## src/rtl/atm_ctrl_param_if.sv

```systemverilog
// Handshake and status bundle for the parameterised ATM controller.
// The controller takes the slave side; the host or bench drives the master side.
interface atm_ctrl_param_if #(
    parameter int N_ACCT = 16,
    parameter int CARD_W = 8,
    parameter int PIN_W  = 4,
    parameter int BAL_W  = 12
);
    localparam int IW = $clog2(N_ACCT);

    logic              prog_we;
    logic [IW-1:0]     prog_idx;
    logic [CARD_W-1:0] prog_card;
    logic [PIN_W-1:0]  prog_pin;
    logic [BAL_W-1:0]  prog_bal;
    logic              card_vld;
    logic [CARD_W-1:0] card_in;
    logic              pin_vld;
    logic [PIN_W-1:0]  pin_in;
    logic              op_vld;
    logic [1:0]        op;
    logic [BAL_W-1:0]  amount;
    logic [2:0]        state;
    logic [BAL_W-1:0]  bal_out;
    logic              done;
    logic              err;
    logic [2:0]        err_code;
    logic [IW-1:0]     acct_idx;
    logic              locked;

    modport slave (
        input  prog_we, prog_idx, prog_card, prog_pin, prog_bal,
        input  card_vld, card_in, pin_vld, pin_in,
        input  op_vld, op, amount,
        output state, bal_out, done, err, err_code, acct_idx, locked
    );

    modport master (
        output prog_we, prog_idx, prog_card, prog_pin, prog_bal,
        output card_vld, card_in, pin_vld, pin_in,
        output op_vld, op, amount,
        input  state, bal_out, done, err, err_code, acct_idx, locked
    );
endinterface

```

## src/rtl/atm_ctrl_param.sv

```systemverilog
// ATM session controller: account table, linear card scan, PIN check with
// lockout, deposit/withdraw/balance execution and inactivity timeout.
module atm_ctrl_param #(
    parameter int N_ACCT    = 16,
    parameter int CARD_W    = 8,
    parameter int PIN_W     = 4,
    parameter int BAL_W     = 12,
    parameter int MAX_TRIES = 3,
    parameter int TIMEOUT   = 1000,
    parameter int LOCK_CYC  = 500
) (
    input logic clk,
    input logic rst,
    atm_ctrl_param_if.slave bus
);
    localparam int IW  = $clog2(N_ACCT);
    localparam int TRW = $clog2(MAX_TRIES + 1);
    localparam int TMW = $clog2(TIMEOUT + 1);
    localparam int LKW = $clog2(LOCK_CYC + 1);

    localparam logic [2:0] E_NOCARD  = 3'd1;
    localparam logic [2:0] E_BADPIN  = 3'd2;
    localparam logic [2:0] E_LOCKED  = 3'd3;
    localparam logic [2:0] E_OVF     = 3'd4;
    localparam logic [2:0] E_NSF     = 3'd5;
    localparam logic [2:0] E_TIMEOUT = 3'd6;

    localparam logic [1:0] OP_EXIT = 2'b00;
    localparam logic [1:0] OP_DEP  = 2'b01;
    localparam logic [1:0] OP_WD   = 2'b10;

    typedef enum logic [2:0] {
        S_IDLE = 3'd0,
        S_SCAN = 3'd1,
        S_PIN  = 3'd2,
        S_MENU = 3'd3,
        S_EXEC = 3'd4,
        S_LOCK = 3'd5
    } state_e;

    state_e            state_q;
    logic [N_ACCT-1:0] vld_q;
    logic [CARD_W-1:0] card_mem [N_ACCT];
    logic [PIN_W-1:0]  pin_mem  [N_ACCT];
    logic [BAL_W-1:0]  bal_mem  [N_ACCT];
    logic [CARD_W-1:0] card_q;
    logic [IW-1:0]     scan_q;
    logic [IW-1:0]     acct_q;
    logic [TRW-1:0]    tries_q;
    logic [TMW-1:0]    tmr_q;
    logic [LKW-1:0]    lck_q;
    logic [1:0]        op_q;
    logic [BAL_W-1:0]  amt_q;
    logic [BAL_W-1:0]  bal_q;
    logic              done_q;
    logic              err_q;
    logic [2:0]        ec_q;

    logic [BAL_W-1:0]  cur_bal;
    logic [BAL_W:0]    sum_d;
    logic              ovf_d;
    logic              nsf_d;
    logic [BAL_W-1:0]  new_bal_d;
    logic              wr_prog;
    logic              wr_exec;
    logic              tmo_d;

    // Deposit sum is one bit wider so overflow is just the carry-out.
    always_comb begin
        cur_bal   = bal_mem[acct_q];
        sum_d     = {1'b0, cur_bal} + {1'b0, amt_q};
        ovf_d     = sum_d[BAL_W];
        nsf_d     = amt_q > cur_bal;
        new_bal_d = (op_q == OP_DEP) ? sum_d[BAL_W-1:0] : cur_bal - amt_q;
        wr_prog   = (state_q == S_IDLE) && bus.prog_we;
        wr_exec   = (state_q == S_EXEC) &&
                    (((op_q == OP_DEP) && !ovf_d) ||
                     ((op_q == OP_WD) && !nsf_d));
        tmo_d     = tmr_q == TMW'(TIMEOUT - 1);
    end

    // Table data needs no reset; slot visibility is governed by vld_q.
    always_ff @(posedge clk) begin
        if (rst && wr_prog) begin
            card_mem[bus.prog_idx] <= bus.prog_card;
            pin_mem[bus.prog_idx]  <= bus.prog_pin;
            bal_mem[bus.prog_idx]  <= bus.prog_bal;
        end else if (rst && wr_exec) begin
            bal_mem[acct_q] <= new_bal_d;
        end
    end

    always_ff @(posedge clk or negedge rst) begin
        if (!rst) begin
            state_q <= S_IDLE;
            vld_q   <= '0;
            card_q  <= '0;
            scan_q  <= '0;
            acct_q  <= '0;
            tries_q <= '0;
            tmr_q   <= '0;
            lck_q   <= '0;
            op_q    <= '0;
            amt_q   <= '0;
            bal_q   <= '0;
            done_q  <= 1'b0;
            err_q   <= 1'b0;
            ec_q    <= '0;
        end else begin
            done_q <= 1'b0;
            err_q  <= 1'b0;
            unique case (state_q)
                S_IDLE: begin
                    if (bus.prog_we) begin
                        vld_q[bus.prog_idx] <= 1'b1;
                    end else if (bus.card_vld) begin
                        card_q  <= bus.card_in;
                        scan_q  <= '0;
                        state_q <= S_SCAN;
                    end
                end
                S_SCAN: begin
                    if (vld_q[scan_q] && (card_mem[scan_q] == card_q)) begin
                        acct_q  <= scan_q;
                        tmr_q   <= '0;
                        state_q <= S_PIN;
                    end else if (scan_q == IW'(N_ACCT - 1)) begin
                        err_q   <= 1'b1;
                        ec_q    <= E_NOCARD;
                        state_q <= S_IDLE;
                    end else begin
                        scan_q <= scan_q + 1'b1;
                    end
                end
                S_PIN: begin
                    tmr_q <= tmr_q + 1'b1;
                    if (bus.pin_vld) begin
                        tmr_q <= '0;
                        if (bus.pin_in == pin_mem[acct_q]) begin
                            tries_q <= '0;
                            state_q <= S_MENU;
                        end else if (tries_q == TRW'(MAX_TRIES - 1)) begin
                            err_q   <= 1'b1;
                            ec_q    <= E_LOCKED;
                            lck_q   <= '0;
                            state_q <= S_LOCK;
                        end else begin
                            tries_q <= tries_q + 1'b1;
                            err_q   <= 1'b1;
                            ec_q    <= E_BADPIN;
                        end
                    end else if (tmo_d) begin
                        tries_q <= '0;
                        err_q   <= 1'b1;
                        ec_q    <= E_TIMEOUT;
                        state_q <= S_IDLE;
                    end
                end
                S_MENU: begin
                    tmr_q <= tmr_q + 1'b1;
                    if (bus.op_vld) begin
                        tmr_q <= '0;
                        if (bus.op == OP_EXIT) begin
                            done_q  <= 1'b1;
                            state_q <= S_IDLE;
                        end else begin
                            op_q    <= bus.op;
                            amt_q   <= bus.amount;
                            state_q <= S_EXEC;
                        end
                    end else if (tmo_d) begin
                        err_q   <= 1'b1;
                        ec_q    <= E_TIMEOUT;
                        state_q <= S_IDLE;
                    end
                end
                S_EXEC: begin
                    tmr_q   <= '0;
                    state_q <= S_MENU;
                    if ((op_q == OP_DEP) && ovf_d) begin
                        err_q <= 1'b1;
                        ec_q  <= E_OVF;
                        bal_q <= cur_bal;
                    end else if ((op_q == OP_WD) && nsf_d) begin
                        err_q <= 1'b1;
                        ec_q  <= E_NSF;
                        bal_q <= cur_bal;
                    end else if (wr_exec) begin
                        done_q <= 1'b1;
                        bal_q  <= new_bal_d;
                    end else begin
                        done_q <= 1'b1;
                        bal_q  <= cur_bal;
                    end
                end
                S_LOCK: begin
                    if (lck_q == LKW'(LOCK_CYC - 1)) begin
                        tries_q <= '0;
                        state_q <= S_IDLE;
                    end else begin
                        lck_q <= lck_q + 1'b1;
                    end
                end
                default: state_q <= S_IDLE;
            endcase
        end
    end

    assign bus.state    = state_q;
    assign bus.bal_out  = bal_q;
    assign bus.done     = done_q;
    assign bus.err      = err_q;
    assign bus.err_code = ec_q;
    assign bus.acct_idx = acct_q;
    assign bus.locked   = (state_q == S_LOCK);
endmodule
```

## src/flat_wrapper.sv

```systemverilog
// flat-port wrapper written by rule: the top's interface ports become plain ports
module atm_ctrl_param_flat 
#(
    parameter int N_ACCT    = 16,
    parameter int CARD_W    = 8,
    parameter int PIN_W     = 4,
    parameter int BAL_W     = 12,
    parameter int MAX_TRIES = 3,
    parameter int TIMEOUT   = 1000,
    parameter int LOCK_CYC  = 500
)
  (clk, rst, bus_prog_we, bus_prog_idx, bus_prog_card, bus_prog_pin, bus_prog_bal, bus_card_vld, bus_card_in, bus_pin_vld, bus_pin_in, bus_op_vld, bus_op, bus_amount, bus_state, bus_bal_out, bus_done, bus_err, bus_err_code, bus_acct_idx, bus_locked);
  atm_ctrl_param_if #(.N_ACCT(N_ACCT), .CARD_W(CARD_W), .PIN_W(PIN_W), .BAL_W(BAL_W)) bus_i ();
  input logic clk;
  input logic rst;
  input wire logic [$bits(bus_i.prog_we)-1:0] bus_prog_we;
  input wire logic [$bits(bus_i.prog_idx)-1:0] bus_prog_idx;
  input wire logic [$bits(bus_i.prog_card)-1:0] bus_prog_card;
  input wire logic [$bits(bus_i.prog_pin)-1:0] bus_prog_pin;
  input wire logic [$bits(bus_i.prog_bal)-1:0] bus_prog_bal;
  input wire logic [$bits(bus_i.card_vld)-1:0] bus_card_vld;
  input wire logic [$bits(bus_i.card_in)-1:0] bus_card_in;
  input wire logic [$bits(bus_i.pin_vld)-1:0] bus_pin_vld;
  input wire logic [$bits(bus_i.pin_in)-1:0] bus_pin_in;
  input wire logic [$bits(bus_i.op_vld)-1:0] bus_op_vld;
  input wire logic [$bits(bus_i.op)-1:0] bus_op;
  input wire logic [$bits(bus_i.amount)-1:0] bus_amount;
  output wire logic [$bits(bus_i.state)-1:0] bus_state;
  output wire logic [$bits(bus_i.bal_out)-1:0] bus_bal_out;
  output wire logic [$bits(bus_i.done)-1:0] bus_done;
  output wire logic [$bits(bus_i.err)-1:0] bus_err;
  output wire logic [$bits(bus_i.err_code)-1:0] bus_err_code;
  output wire logic [$bits(bus_i.acct_idx)-1:0] bus_acct_idx;
  output wire logic [$bits(bus_i.locked)-1:0] bus_locked;
  assign bus_i.prog_we = bus_prog_we;
  assign bus_i.prog_idx = bus_prog_idx;
  assign bus_i.prog_card = bus_prog_card;
  assign bus_i.prog_pin = bus_prog_pin;
  assign bus_i.prog_bal = bus_prog_bal;
  assign bus_i.card_vld = bus_card_vld;
  assign bus_i.card_in = bus_card_in;
  assign bus_i.pin_vld = bus_pin_vld;
  assign bus_i.pin_in = bus_pin_in;
  assign bus_i.op_vld = bus_op_vld;
  assign bus_i.op = bus_op;
  assign bus_i.amount = bus_amount;
  assign bus_state = bus_i.state;
  assign bus_bal_out = bus_i.bal_out;
  assign bus_done = bus_i.done;
  assign bus_err = bus_i.err;
  assign bus_err_code = bus_i.err_code;
  assign bus_acct_idx = bus_i.acct_idx;
  assign bus_locked = bus_i.locked;
  atm_ctrl_param #(.N_ACCT(N_ACCT), .CARD_W(CARD_W), .PIN_W(PIN_W), .BAL_W(BAL_W), .MAX_TRIES(MAX_TRIES), .TIMEOUT(TIMEOUT), .LOCK_CYC(LOCK_CYC)) u_core (.clk(clk), .rst(rst), .bus(bus_i));
endmodule
```

## config.mk

```make
export PLATFORM = sky130hd
export DESIGN_NAME = atm_ctrl_param_flat
export DESIGN_NICKNAME = d
export VERILOG_FILES = /design/src/rtl/atm_ctrl_param_if.sv /design/src/rtl/atm_ctrl_param.sv /design/src/flat_wrapper.sv
export SDC_FILE = /design/constraint.sdc
export NUM_CORES = 1
export LEC_CHECK = 0
export BUFFER_PORTS_ARGS = -buffer_cell sky130_fd_sc_hd__buf_2
export CAP_MARGIN = 10
export CORE_ASPECT_RATIO = 0.5
export CORE_MARGIN = 2
export CORE_UTILIZATION = 55
export CTS_BUF_LIST = sky130_fd_sc_hd__clkbuf_4 sky130_fd_sc_hd__clkbuf_8
export DETAILED_ROUTE_END_ITERATION = 16
export PLACE_DENSITY = 0.75
export SYNTH_ARGS = -nofsm -noshare
export SYNTH_HDL_FRONTEND = slang
export SYNTH_SLANG_ARGS = --single-unit
```

## constraint.sdc

```tcl
create_clock -name clk -period 6.8 [get_ports clk]
set_clock_uncertainty 0.05 [all_clocks]
set_input_delay 1.36 -clock clk [delete_from_list [all_inputs] [get_ports clk]]
set_output_delay 1.36 -clock clk [all_outputs]
set_load 0.01 [all_outputs]
```

==> impl_metrics.py <==
metrics = {
    "status": {
        "status": "finished, final reports clean",
    },
    "timing": {
        "post-route-period-util_pct": 82.9,
        "layout_setup_ws_ps": 1160,
        "fin_hold_ws_ps": 425,
        "clock.fmax_ghz": 0.177,
        "tns_ps": 0,
        "setup_viol_count_final": 0,
        "max_slew_margin_pct": 27.8,
        "worst_pin_slew_ps": 1080,
        "period_needed_ps": 5640,
        "slew_violations": 0,
        "rsz0062_at_grt": "false",
        "hold_viol": 0,
    },
    "routing": {
        "wl_met2_mm": 22.4,
        "drt_wl_total_mm": 46.4,
        "firstDrtPassIters": 5,
        "dr_total_vias": 11868,
        "wl_per_cell_um": 24.0,
        "drc_errors": 0,
        "drtIter0Drc": 1281,
        "vias_per_cell": 6.14,
        "routed.top_layer": "met5",
        "drt-met1-wl_mm": 20.1,
        "route.met3.wl_mm": 3.12,
        "ant_nets": 0,
    },
    "power": {
        "p_switching_mw": 2.32,
        "powerDensity_nw_per_um2": 334,
        "power.share.sequential_pct": 46.3,
        "swShare_pct": 30.4,
        "power.internal_mw": 5.32,
        "clockPowerShare_pct": 28.0,
        "pwr-share-comb_pct": 25.6,
        "p_total_mw": 7.64,
        "ir_worst_vdd_v": 0.000171,
        "leakage_nw": 8.17,
    },
    "floorplanning": {
        "placementRows": 49,
        "die_w_um": 276,
        "die_h_um": 140,
        "initial_core_util_pct": 56.4,
        "io_pins": 85,
        "die_area_um2": 38800,
        "core_um2": 36200,
    },
    "synth": {
        "synthArstFlopShare_pct": 18.5,
        "synth_edf_count": 384,
        "synth_nets": 1341,
        "ys_ff_latch": 471,
        "ys_warn_count": 0,
        "syn_area_um2": 20400,
        "synthFlopType": "edfxtp_1",
        "syn_inst": 1249,
        "seq_area_frac_synth_pct": 67.1,
        "synth_cell_types": 81,
        "syn_avg_cell_area_um2": 16.3,
    },
    "global_route": {
        "grt_pass1_wl_mm": 70.9,
        "grt_max_degree": 49,
        "antenna_found_initial": 1,
        "grt_overflow": 0,
        "grt_pass1_vias": 11943,
        "grt_use_total_pct": 24.4,
    },
    "clock_network": {
        "numCtsBuffers": 61,
        "h-tree-depth": 2,
        "clk_latency_ps": 640,
        "cts_buffer_depth": 3,
        "cts-resized-gates": 0,
        "clock_sinks": 471,
        "path_clk_slew_ps": 70,
        "cts-root-buf": "clkbuf_8",
        "cts_tree": "done",
        "ctsHoldBuffers": 0,
        "cts_setup_buffers": 0,
    },
    "critical_path": {
        "cp-start-kind": "flop",
        "required_ps": 7070,
        "crit_type": "reg -> reg",
        "cp.arrival_ps": 5910,
        "crit_fanout": 32,
        "endpoint_kind": "flop",
    },
    "finish": {
        "fill_cells": 2531,
        "seqCellArea_um2": 13700,
        "drive_gt1_share_pct": 27.2,
        "num_antenna_cells": 0,
        "syn_to_final_growth_pct": 12.1,
        "nNetsFinal": 1493,
        "multi_input_area_um2": 6360,
        "final_util_pct": 63.2,
    },
    "place": {
        "hpwlAfterDp_mm": 30.6,
        "place_congestion": 0.881,
        "place_ws_ps": 1250,
        "io_buffers": 84,
    },
    "hold_path": {
        "hold_path.class": "reg -> reg",
    },
    "run": {
        "cap_violations": 0,
    },
}
==> cells by family (layout without fill, tap and decap cells) <==
| family | count (synthesis) | after routing | synth area share [%] |
|---|---|---|---|
| AND/OR/NAND/NOR | 264 | 264 | 6.31 |
| buffers and inverters | 83 | 284 | 1.86 |
| AO/OA/AOI/OAI | 191 | 191 | 6.23 |
| adder cells (fa/ha/maj) | 32 | 32 | 2.03 |
| flip-flops | 471 | 471 | 67.1 |
| XOR/XNOR | 37 | 37 | 1.62 |
| multiplexers | 171 | 171 | 14.8 |
==> Yosys cell counts, drive strengths merged, types with 18 or more instances <==
library cell	instances	share of area [%]
nor2	58	1.1
edfxtp	384	56
mux2	34	1.9
inv	31	0.57
mux2i	38	1.9
nand3	29	0.71
xnor2	19	0.85
mux4	99	11
ha	30	1.8
dfrtp	87	11
nand2	84	1.6
xor2	18	0.77
o21ai	56	1.4
nor2b	19	0.59
a21oi	36	0.88
clkbuf	28	0.51
buf	24	0.78
==> worst paths after layout <==
check,startpoint,endpoint,slack (ps),cells after the start
worst min-delay path,u_core.vld_q[4],u_core.vld_q[4],420,1
min in group asynchronous,rst,u_core.amt_q[8],680,1
max in group asynchronous,rst,u_core.amt_q[7],4920,2
worst min register to register,u_core.vld_q[4],u_core.vld_q[4],420,1
worst max register to register,u_core.bus.acct_idx[1],u_core.bal_mem[13][7],1160,13
worst max-delay path,u_core.bus.acct_idx[1],u_core.bal_mem[13][7],1160,13
==> cells in the final DEF (no fill, tap or decap), drive strengths merged, types with 15 or more instances in the layout <==
cell type,n
a21oi,36
nand2,84
nand3,29
nor2,58
xnor2,19
edfxtp,384
clkbuf,85
dfrtp,87
mux2i,38
ha,30
mux2,34
inv,32
xor2,18
o21ai,56
nand2b,15
clkinv,23
nor2b,19
mux4,99
buf,141
==> metal layers <==
| layer | GRT usage (%) | vias up |
|---|---|---|
| met5 | 0 | - |
| met1 | 34.6 | 6150 |
| met3 | 4.60 | 62 |
| met2 | 39.7 | 440 |
| met4 | 6.01 | 2 |
| li1 | - | 5214 |
==> worst max-delay path, stage by stage (launching register included) <==
cell	delay, ps
dfrtp_2	870
mux4_2	430
mux4_2	490
ha_1	250
fa_1	420
nor2b_1	170
o21ai_0	310
nand4_1	280
a41oi_1	430
a22oi_2	200
or3b_2	550
a211oi_1	380
nor2b_1	190
buf_4	270
==> per-stage QoR <==
step / instance area, um^2 / std cells
global route: 22900 / 1934
detailed placement: 21600 / 1822
global placement: 21600 / 1822
finish: 22900 / 1934
floorplan: 20400 / 1249
CTS: 22900 / 1934
==> sequential cells by signal, summed over array words and instances, names as in the netlist <==
| name | cells |
|---|---|
| u_core.bus.err | 1 |
| u_core.scan_q | 4 |
| u_core.bus.err_code | 3 |
| u_core.op_q | 2 |
| u_core.tmr_q | 10 |
| u_core.lck_q | 9 |
| u_core.bus.done | 1 |
| u_core.bus.state | 3 |
| u_core.bal_mem | 192 |
| u_core.bus.bal_out | 12 |
| u_core.amt_q | 12 |
| u_core.tries_q | 2 |
| u_core.bus.acct_idx | 4 |
| u_core.card_q | 8 |
| u_core.vld_q | 16 |
| u_core.pin_mem | 64 |
| u_core.card_mem | 128 |
==> final cells by class <==
class | count | share of cell area, %
flip-flops and latches | 471 | 59.9
well taps | 484 | 2.65
inverters | 31 | 0.508
repair buffers | 141 | 3.72
multi-input cells | 695 | 27.8
clock buffers | 85 | 4.54
clock inverters | 27 | 0.913
==> power by group through the flow <==
stage | Combinational [mW] | Sequential (mW) | Clock [mW]
finish | 1.96 | 3.54 | 2.14
global route | 2.15 | 3.57 | 2.30
CTS | 1.96 | 3.54 | 2.18
detailed placement | 1.95 | 3.60 | 0
global placement | 1.90 | 3.58 | 0
floorplan | 1.58 | 3.46 | 0
(Power assumes the default switching activity.)
